===== src/rtl/safecrack_autodialer.sv =====
// safecrack_autodialer: drives the safecrack lock's buttons and program switch.
// Programs a code (start_prog) or brute-forces all 64 codes (start_search).
//
// Ports:
//   clk, rst_n                 clock, async active-low reset
//   start_prog, prog_code[5:0] program request and code ([5:4] first digit)
//   start_search               brute-force search request
//   abort                      cancel any operation, back to IDLE
//   led_green, led_red         lock LEDs (asynchronous, synchronised here)
//   btn_n[3:0], prog_sw        button and switch drive to the lock
//   busy, done                 operation in progress / one-cycle completion
//   found, found_code[5:0]     search result
//   exhausted                  search tried all 64 codes without success
//   attempt_cnt[6:0]           codes fully entered in the current search
module safecrack_autodialer #(
   parameter int PRESS_CYCLES     = 8,
   parameter int GAP_CYCLES       = 8,
   parameter int RESP_WAIT_CYCLES = 16
) (
   input  logic       clk,
   input  logic       rst_n,
   input  logic       start_prog,
   input  logic [5:0] prog_code,
   input  logic       start_search,
   input  logic       abort,
   input  logic       led_green,
   input  logic       led_red,
   output logic [3:0] btn_n,
   output logic       prog_sw,
   output logic       busy,
   output logic       done,
   output logic       found,
   output logic [5:0] found_code,
   output logic       exhausted,
   output logic [6:0] attempt_cnt
);

   localparam int MAX_PG = (PRESS_CYCLES > GAP_CYCLES) ? PRESS_CYCLES : GAP_CYCLES;
   localparam int MAX_C  = (MAX_PG > RESP_WAIT_CYCLES) ? MAX_PG : RESP_WAIT_CYCLES;
   localparam int CW     = $clog2(MAX_C + 1);

   localparam logic [CW-1:0] PRESS_LD = CW'(PRESS_CYCLES - 1);
   localparam logic [CW-1:0] GAP_LD   = CW'(GAP_CYCLES - 1);
   localparam logic [CW-1:0] RESP_LD  = CW'(RESP_WAIT_CYCLES - 1);

   typedef enum logic [2:0] {
      IDLE, SW_ON, PRESS, GAP, SW_OFF, WAIT_RESP, WAIT_LOCK, DONE
   } state_t;

   state_t        state_q, state_d;
   logic [CW-1:0] cnt_q, cnt_d;
   logic [1:0]    digit_q, digit_d;
   logic [5:0]    cand_q, cand_d;
   logic [5:0]    code_q, code_d;
   logic          mode_q, mode_d;
   logic          wl_gap_q, wl_gap_d;
   logic [3:0]    btn_n_q, btn_n_d;
   logic          prog_sw_q, prog_sw_d;
   logic          busy_q, busy_d;
   logic          done_q, done_d;
   logic          found_q, found_d;
   logic [5:0]    found_code_q, found_code_d;
   logic          exhausted_q, exhausted_d;
   logic [6:0]    attempt_cnt_q, attempt_cnt_d;
   logic          gs1_q, gs1_d, gs2_q, gs2_d;
   logic          rs1_q, rs1_d, rs2_q, rs2_d;

   logic [5:0]    act_code;
   logic          advance;
   logic          cnt_zero;

   // Button pattern for one digit: bit k low sends digit value k.
   function automatic logic [3:0] digit_btn(input logic [5:0] code,
                                            input logic [1:0] idx);
      logic [1:0] k;
      unique case (idx)
         2'd0:    k = code[5:4];
         2'd1:    k = code[3:2];
         default: k = code[1:0];
      endcase
      return ~(4'b0001 << k);
   endfunction

   // mode_q: 1 = search (candidate register), 0 = program (latched code)
   assign act_code = mode_q ? cand_q : code_q;
   assign cnt_zero = (cnt_q == '0);

   always_comb begin
      state_d       = state_q;
      cnt_d         = cnt_q;
      digit_d       = digit_q;
      cand_d        = cand_q;
      code_d        = code_q;
      mode_d        = mode_q;
      wl_gap_d      = wl_gap_q;
      btn_n_d       = btn_n_q;
      prog_sw_d     = prog_sw_q;
      busy_d        = busy_q;
      done_d        = 1'b0;
      found_d       = found_q;
      found_code_d  = found_code_q;
      exhausted_d   = exhausted_q;
      attempt_cnt_d = attempt_cnt_q;
      gs1_d         = led_green;
      gs2_d         = gs1_q;
      rs1_d         = led_red;
      rs2_d         = rs1_q;
      advance       = 1'b0;

      unique case (state_q)
         IDLE: begin
            if (start_prog || start_search) begin
               busy_d        = 1'b1;
               digit_d       = 2'd0;
               found_d       = 1'b0;
               found_code_d  = 6'd0;
               exhausted_d   = 1'b0;
               attempt_cnt_d = 7'd0;
            end
            if (start_prog) begin
               mode_d    = 1'b0;
               code_d    = prog_code;
               prog_sw_d = 1'b1;
               cnt_d     = GAP_LD;
               state_d   = SW_ON;
            end else if (start_search) begin
               mode_d  = 1'b1;
               cand_d  = 6'd0;
               btn_n_d = digit_btn(6'd0, 2'd0);
               cnt_d   = PRESS_LD;
               state_d = PRESS;
            end
         end
         SW_ON: begin
            if (cnt_zero) begin
               digit_d = 2'd0;
               btn_n_d = digit_btn(act_code, 2'd0);
               cnt_d   = PRESS_LD;
               state_d = PRESS;
            end else begin
               cnt_d = cnt_q - 1'b1;
            end
         end
         PRESS: begin
            if (cnt_zero) begin
               btn_n_d = 4'hF;
               cnt_d   = GAP_LD;
               state_d = GAP;
            end else begin
               cnt_d = cnt_q - 1'b1;
            end
         end
         GAP: begin
            if (!cnt_zero) begin
               cnt_d = cnt_q - 1'b1;
            end else if (digit_q != 2'd2) begin
               digit_d = digit_q + 2'd1;
               btn_n_d = digit_btn(act_code, digit_q + 2'd1);
               cnt_d   = PRESS_LD;
               state_d = PRESS;
            end else if (mode_q) begin
               attempt_cnt_d = attempt_cnt_q + 7'd1;
               cnt_d         = RESP_LD;
               state_d       = WAIT_RESP;
            end else begin
               prog_sw_d = 1'b0;
               cnt_d     = GAP_LD;
               state_d   = SW_OFF;
            end
         end
         SW_OFF: begin
            if (cnt_zero) begin
               done_d  = 1'b1;
               state_d = DONE;
            end else begin
               cnt_d = cnt_q - 1'b1;
            end
         end
         WAIT_RESP: begin
            if (gs2_q) begin
               found_d      = 1'b1;
               found_code_d = cand_q;
               done_d       = 1'b1;
               state_d      = DONE;
            end else if (rs2_q) begin
               wl_gap_d = 1'b0;
               state_d  = WAIT_LOCK;
            end else if (cnt_zero) begin
               advance = 1'b1;
            end else begin
               cnt_d = cnt_q - 1'b1;
            end
         end
         WAIT_LOCK: begin
            // Wait for red to clear (unbounded), then one settle gap.
            if (!wl_gap_q) begin
               if (!rs2_q) begin
                  wl_gap_d = 1'b1;
                  cnt_d    = GAP_LD;
               end
            end else if (cnt_zero) begin
               advance = 1'b1;
            end else begin
               cnt_d = cnt_q - 1'b1;
            end
         end
         DONE: begin
            busy_d  = 1'b0;
            state_d = IDLE;
         end
         default: begin
            state_d = IDLE;
         end
      endcase

      if (advance) begin
         if (cand_q == 6'd63) begin
            exhausted_d = 1'b1;
            done_d      = 1'b1;
            state_d     = DONE;
         end else begin
            cand_d  = cand_q + 6'd1;
            digit_d = 2'd0;
            btn_n_d = digit_btn(cand_q + 6'd1, 2'd0);
            cnt_d   = PRESS_LD;
            state_d = PRESS;
         end
      end

      if (abort) begin
         state_d       = IDLE;
         btn_n_d       = 4'hF;
         prog_sw_d     = 1'b0;
         busy_d        = 1'b0;
         done_d        = 1'b0;
         found_d       = found_q;
         found_code_d  = found_code_q;
         exhausted_d   = exhausted_q;
         attempt_cnt_d = attempt_cnt_q;
         cand_d        = cand_q;
         code_d        = code_q;
         mode_d        = mode_q;
      end
   end

   always_ff @(posedge clk or negedge rst_n) begin
      if (!rst_n) begin
         state_q       <= IDLE;
         cnt_q         <= '0;
         digit_q       <= 2'd0;
         cand_q        <= 6'd0;
         code_q        <= 6'd0;
         mode_q        <= 1'b0;
         wl_gap_q      <= 1'b0;
         btn_n_q       <= 4'hF;
         prog_sw_q     <= 1'b0;
         busy_q        <= 1'b0;
         done_q        <= 1'b0;
         found_q       <= 1'b0;
         found_code_q  <= 6'd0;
         exhausted_q   <= 1'b0;
         attempt_cnt_q <= 7'd0;
         gs1_q         <= 1'b0;
         gs2_q         <= 1'b0;
         rs1_q         <= 1'b0;
         rs2_q         <= 1'b0;
      end else begin
         state_q       <= state_d;
         cnt_q         <= cnt_d;
         digit_q       <= digit_d;
         cand_q        <= cand_d;
         code_q        <= code_d;
         mode_q        <= mode_d;
         wl_gap_q      <= wl_gap_d;
         btn_n_q       <= btn_n_d;
         prog_sw_q     <= prog_sw_d;
         busy_q        <= busy_d;
         done_q        <= done_d;
         found_q       <= found_d;
         found_code_q  <= found_code_d;
         exhausted_q   <= exhausted_d;
         attempt_cnt_q <= attempt_cnt_d;
         gs1_q         <= gs1_d;
         gs2_q         <= gs2_d;
         rs1_q         <= rs1_d;
         rs2_q         <= rs2_d;
      end
   end

   assign btn_n       = btn_n_q;
   assign prog_sw     = prog_sw_q;
   assign busy        = busy_q;
   assign done        = done_q;
   assign found       = found_q;
   assign found_code  = found_code_q;
   assign exhausted   = exhausted_q;
   assign attempt_cnt = attempt_cnt_q;

endmodule


===== config.mk =====
export PLATFORM = sky130hd
export DESIGN_NAME = safecrack_autodialer
export DESIGN_NICKNAME = d
export VERILOG_FILES = /design/src/rtl/safecrack_autodialer.sv
export SDC_FILE = /design/constraint.sdc
export NUM_CORES = 1
export LEC_CHECK = 0
export CAP_MARGIN = 10
export CORE_MARGIN = 4
export CORE_UTILIZATION = 35
export DETAILED_ROUTE_END_ITERATION = 12
export PLACE_DENSITY = 0.54
export SYNTH_ARGS = -nofsm -noshare
export SYNTH_HDL_FRONTEND = slang
export SYNTH_SLANG_ARGS = --single-unit

===== constraint.sdc =====
create_clock -name clk -period 5.3 [get_ports clk]
set_input_delay 0.53 -clock clk [delete_from_list [all_inputs] [get_ports clk]]
set_output_delay 0.53 -clock clk [all_outputs]
set_load 0.01 [all_outputs]

==> out/qor.csv <==
metric,value,unit
Syn Inst Count,358,
fill cell count,919,
Inst Count DP,478,
DR iter-0 viols,202,
DRT Wirelength,8.12,mm
"Avg Cell Area, Syn",8.68,um2
post-CTS sizing,0,
clock slew seen by the registers of the worst setup and hold paths,90,ps
Critical Path Start Type,flip-flop,
pin count of the biggest net entering global routing,51,
Post-route DRC,0,
number of max-cap violations,0,
crit path kind,flip-flop to flip-flop,
number of distinct library cells after synthesis,61,
run status,finished clean,
GRT Util Overall,16.7,%
Setup-failing EPs final,0,
CTS Hold Bufs,0,
Post-layout nets,398,
Yosys reg bits,50,
Most Crowded Layer GR,met2,
Logic pwr share,27.8,%
crit path time final,2870,ps
dpl ws,2450,ps
DP Wirelength,5.96,mm
"area leader, netlist",dfrtp_1,
RePlAce Congestion,0.927,
post-synth top area share,37.0,%
clk buf depth,2,
CP Capture Type,flip-flop,
initial antenna violation count,0,
DR vias,2747,
ANT nets after route,0,
sequential share of power,46.2,%
clock skew,3.16,ps
CP peak stage delay,590,ps
port buffer count,34,
CTS tree,done,
Synthesized Nets,379,
Die Area,10500,um2
Worst-Margin Slew,1040,ps
Main synth FF type,dfrtp_1,
clock power share,26.0,%
unrepaired setup endpoints after global routing,no,
core box area,8680,um2
Num CTS Buffers,5,
LEAKAGE,0.00145,uW
Fin Setup TNS,0,ps
DR pass1 iterations,4,
"Max FO, Critical Path",14,
final hold violation count,0,
number of flops mapped to enable cells by yosys,0,
Slew HR,30.7,%
grt met2 use,27.5,%
crit-path cells,"inv_1, ha_1, nor4b_4, inv_2, ha_1, a21oi_1, nor3_1, or4_1",
Top Ports,35,
worst path arrival time,3060,ps
Initial Util,35.8,%
Int Pwr,702,uW
share of layout cells above drive strength 1,8.20,%
die height,102,um
Area Overhead vs Synth,16.0,%
Post-Syn Area,3110,um2
CTS sink cnt,50,
"Clk Latency, worst-skew pair",310,ps
post-CTS setup buffer count,0,
Max IR drop VDD,0.151,mV
vias in the first global route,2732,
CP dominant cell by count,ha_1,
# rows,34,
Die Wd,102,um
fin crit share,54.1,%
gr ovfl total,0,
Max Clk Rate,349,MHz
async set-reset flop share out of synthesis,100,%
P_sw,360,uW
final slew viol count,0,
switching part of the total,33.9,%
worst min path class,primary input to async pin,
data required time at the worst endpoint,5490,ps
Ant. Diodes,0,
dominant cells by area after synthesis,"dfrtp_1, nor2_1, nand2_1, o21ai_0, a21oi_1",
grt met1 use,22.7,%
first-pass GRT wire length,13.7,mm
"Slowest-stage cell, CP",nor4b_4,
"Warnings, synthesis",0,
CTS H-tree lvls,2,
sequential element share of the synthesized area,40.4,%
drt via density,5.65,
clk root buf,clkbuf_8,
Layout Cells excl Fill,486,
final worst slack,2430,ps
PwrDens,294,nW/um2
mean routed wirelength per cell,16.7,um
M3 GR Usage,2.80,%
cell usage in the layout (no fill, tap or decap), types with 3 or more instances in the layout:
cell type	count
clkbuf_8	5
xor2_1	5
nand3_1	11
a22oi_1	6
dfrtp_1	46
or3_1	4
o21a_1	3
nor4_1	3
inv_1	11
nor2_1	39
nand2b_1	8
xnor2_1	3
o211ai_1	3
o21ai_0	25
mux2_2	8
clkdlybuf4s50_1	33
ha_1	8
a221o_1	4
dfstp_2	4
nand4_1	4
mux2i_1	5
a21oi_1	22
nor2b_1	3
a211oi_1	6
or4_1	3
and3_1	4
and2_1	4
nor3_1	15
a31oi_1	5
nand2_1	36
final timing paths:
path / endpoint / slack (ps) / cells after the start / from
max in group asynchronous: wl_gap_q / 4550 / 2 / rst_n
min in group clk: rs2_q / 360 / 0 / rs1_q
max: cnt_q[0] / 2430 / 8 / cnt_q[0]
min reg2reg: rs2_q / 360 / 0 / rs1_q
min: cnt_q[4] / 310 / 2 / rst_n
max reg2reg: cnt_q[0] / 2430 / 8 / cnt_q[0]
flip-flops by register name, indices dropped and copies added (netlist names):
| signal | cells |
|---|---|
| attempt_cnt | 7 |
| mode_q | 1 |
| digit_q | 2 |
| found_code | 6 |
| prog_sw | 1 |
| rs2_q | 1 |
| cnt_q | 5 |
| found | 1 |
| gs1_q | 1 |
| exhausted | 1 |
| cand_q | 6 |
| rs1_q | 1 |
| busy | 1 |
| btn_n | 4 |
| state_q | 3 |
| wl_gap_q | 1 |
| gs2_q | 1 |
| done | 1 |
| code_q | 6 |
metrics by stage:
stage          hold WS [ps]  util (%)  area, um2  power (uW)
2_1_floorplan           234         -       3110         694
3_3_place_gp            332      40.2       3490         792
3_5_place_dp            335      40.2       3490         793
4_1_cts                 357      41.6       3610        1080
5_1_grt                 368      41.6       3610        1140
6_report                308      41.6       3610        1060
area by class of cell:
| cell class | count | area, um2 | share of cell area [%] |
|---|---|---|---|
| Clock buffer | 5 | 68.8 | 1.91 |
| Sequential cell | 50 | 1260 | 34.8 |
| Timing Repair Buffer | 35 | 343 | 9.51 |
| Clock inverter | 3 | 45.0 | 1.25 |
| Tap cell | 108 | 135 | 3.75 |
| Multi-Input combinational cell | 273 | 1710 | 47.5 |
| Inverter | 12 | 45.0 | 1.25 |
layer usage:
layer / vias to the layer above / share of wire (%)
met5: - / 0
met4: 0 / 1.2
met3: 9 / 5.6
met2: 92 / 48
met1: 1310 / 45
li1: 1336 / -
critical path, delay by kind of cell, from the launching register on:
| kind | cells | cell delay [ps] |
|---|---|---|
| DFF | 1 | 430 |
| buffers and inverters | 2 | 390 |
| and+or+nand+nor | 3 | 1150 |
| AOI/OAI and AO/OA | 1 | 150 |
| adders and majority gates | 2 | 620 |
logic make-up (layout without fill, tap and decap cells):
| kind of cell | after synthesis | in the layout | synth area share (%) |
|---|---|---|---|
| mux | 13 | 13 | 4.51 |
| buf+inv | 35 | 55 | 4.47 |
| xor+xnor | 8 | 8 | 2.25 |
| simple gates | 145 | 145 | 23.5 |
| compound gates | 99 | 99 | 21.7 |
| flops | 50 | 50 | 40.4 |
| fa+ha+maj | 8 | 8 | 3.22 |
power groups by stage:
stage | Combinational, uW | Sequential (uW) | Clock (uW)
global route | 333 | 501 | 302
global placement | 294 | 498 | 0
detailed placement | 295 | 498 | 0
floorplan | 228 | 466 | 0
CTS | 297 | 491 | 287
finish | 295 | 491 | 276
synth_stat cells (2+ instances only):
library cell	n
nand2_1	36
nor2b_1	3
o21ai_0	25
a21o_1	2
and2_1	4
a21oi_1	22
xnor2_1	3
nand2b_1	8
o21bai_1	2
mux2i_1	5
dfrtp_1	46
nand4_1	4
and3_1	4
a211oi_1	6
a221o_1	4
nor2_1	39
or4_1	3
or2_2	2
nor4_1	3
or3_1	4
nor3b_1	2
o211ai_1	3
nor3_1	15
mux2_2	8
inv_1	11
a31oi_1	5
dfstp_2	4
clkbuf_1	17
a22oi_1	6
o21a_1	3
ha_1	8
o22ai_1	2
buf_2	5
xor2_1	5
a32oi_1	2
a22o_1	2
nand3_1	11
Note: power is estimated with default switching activity, not from simulation.
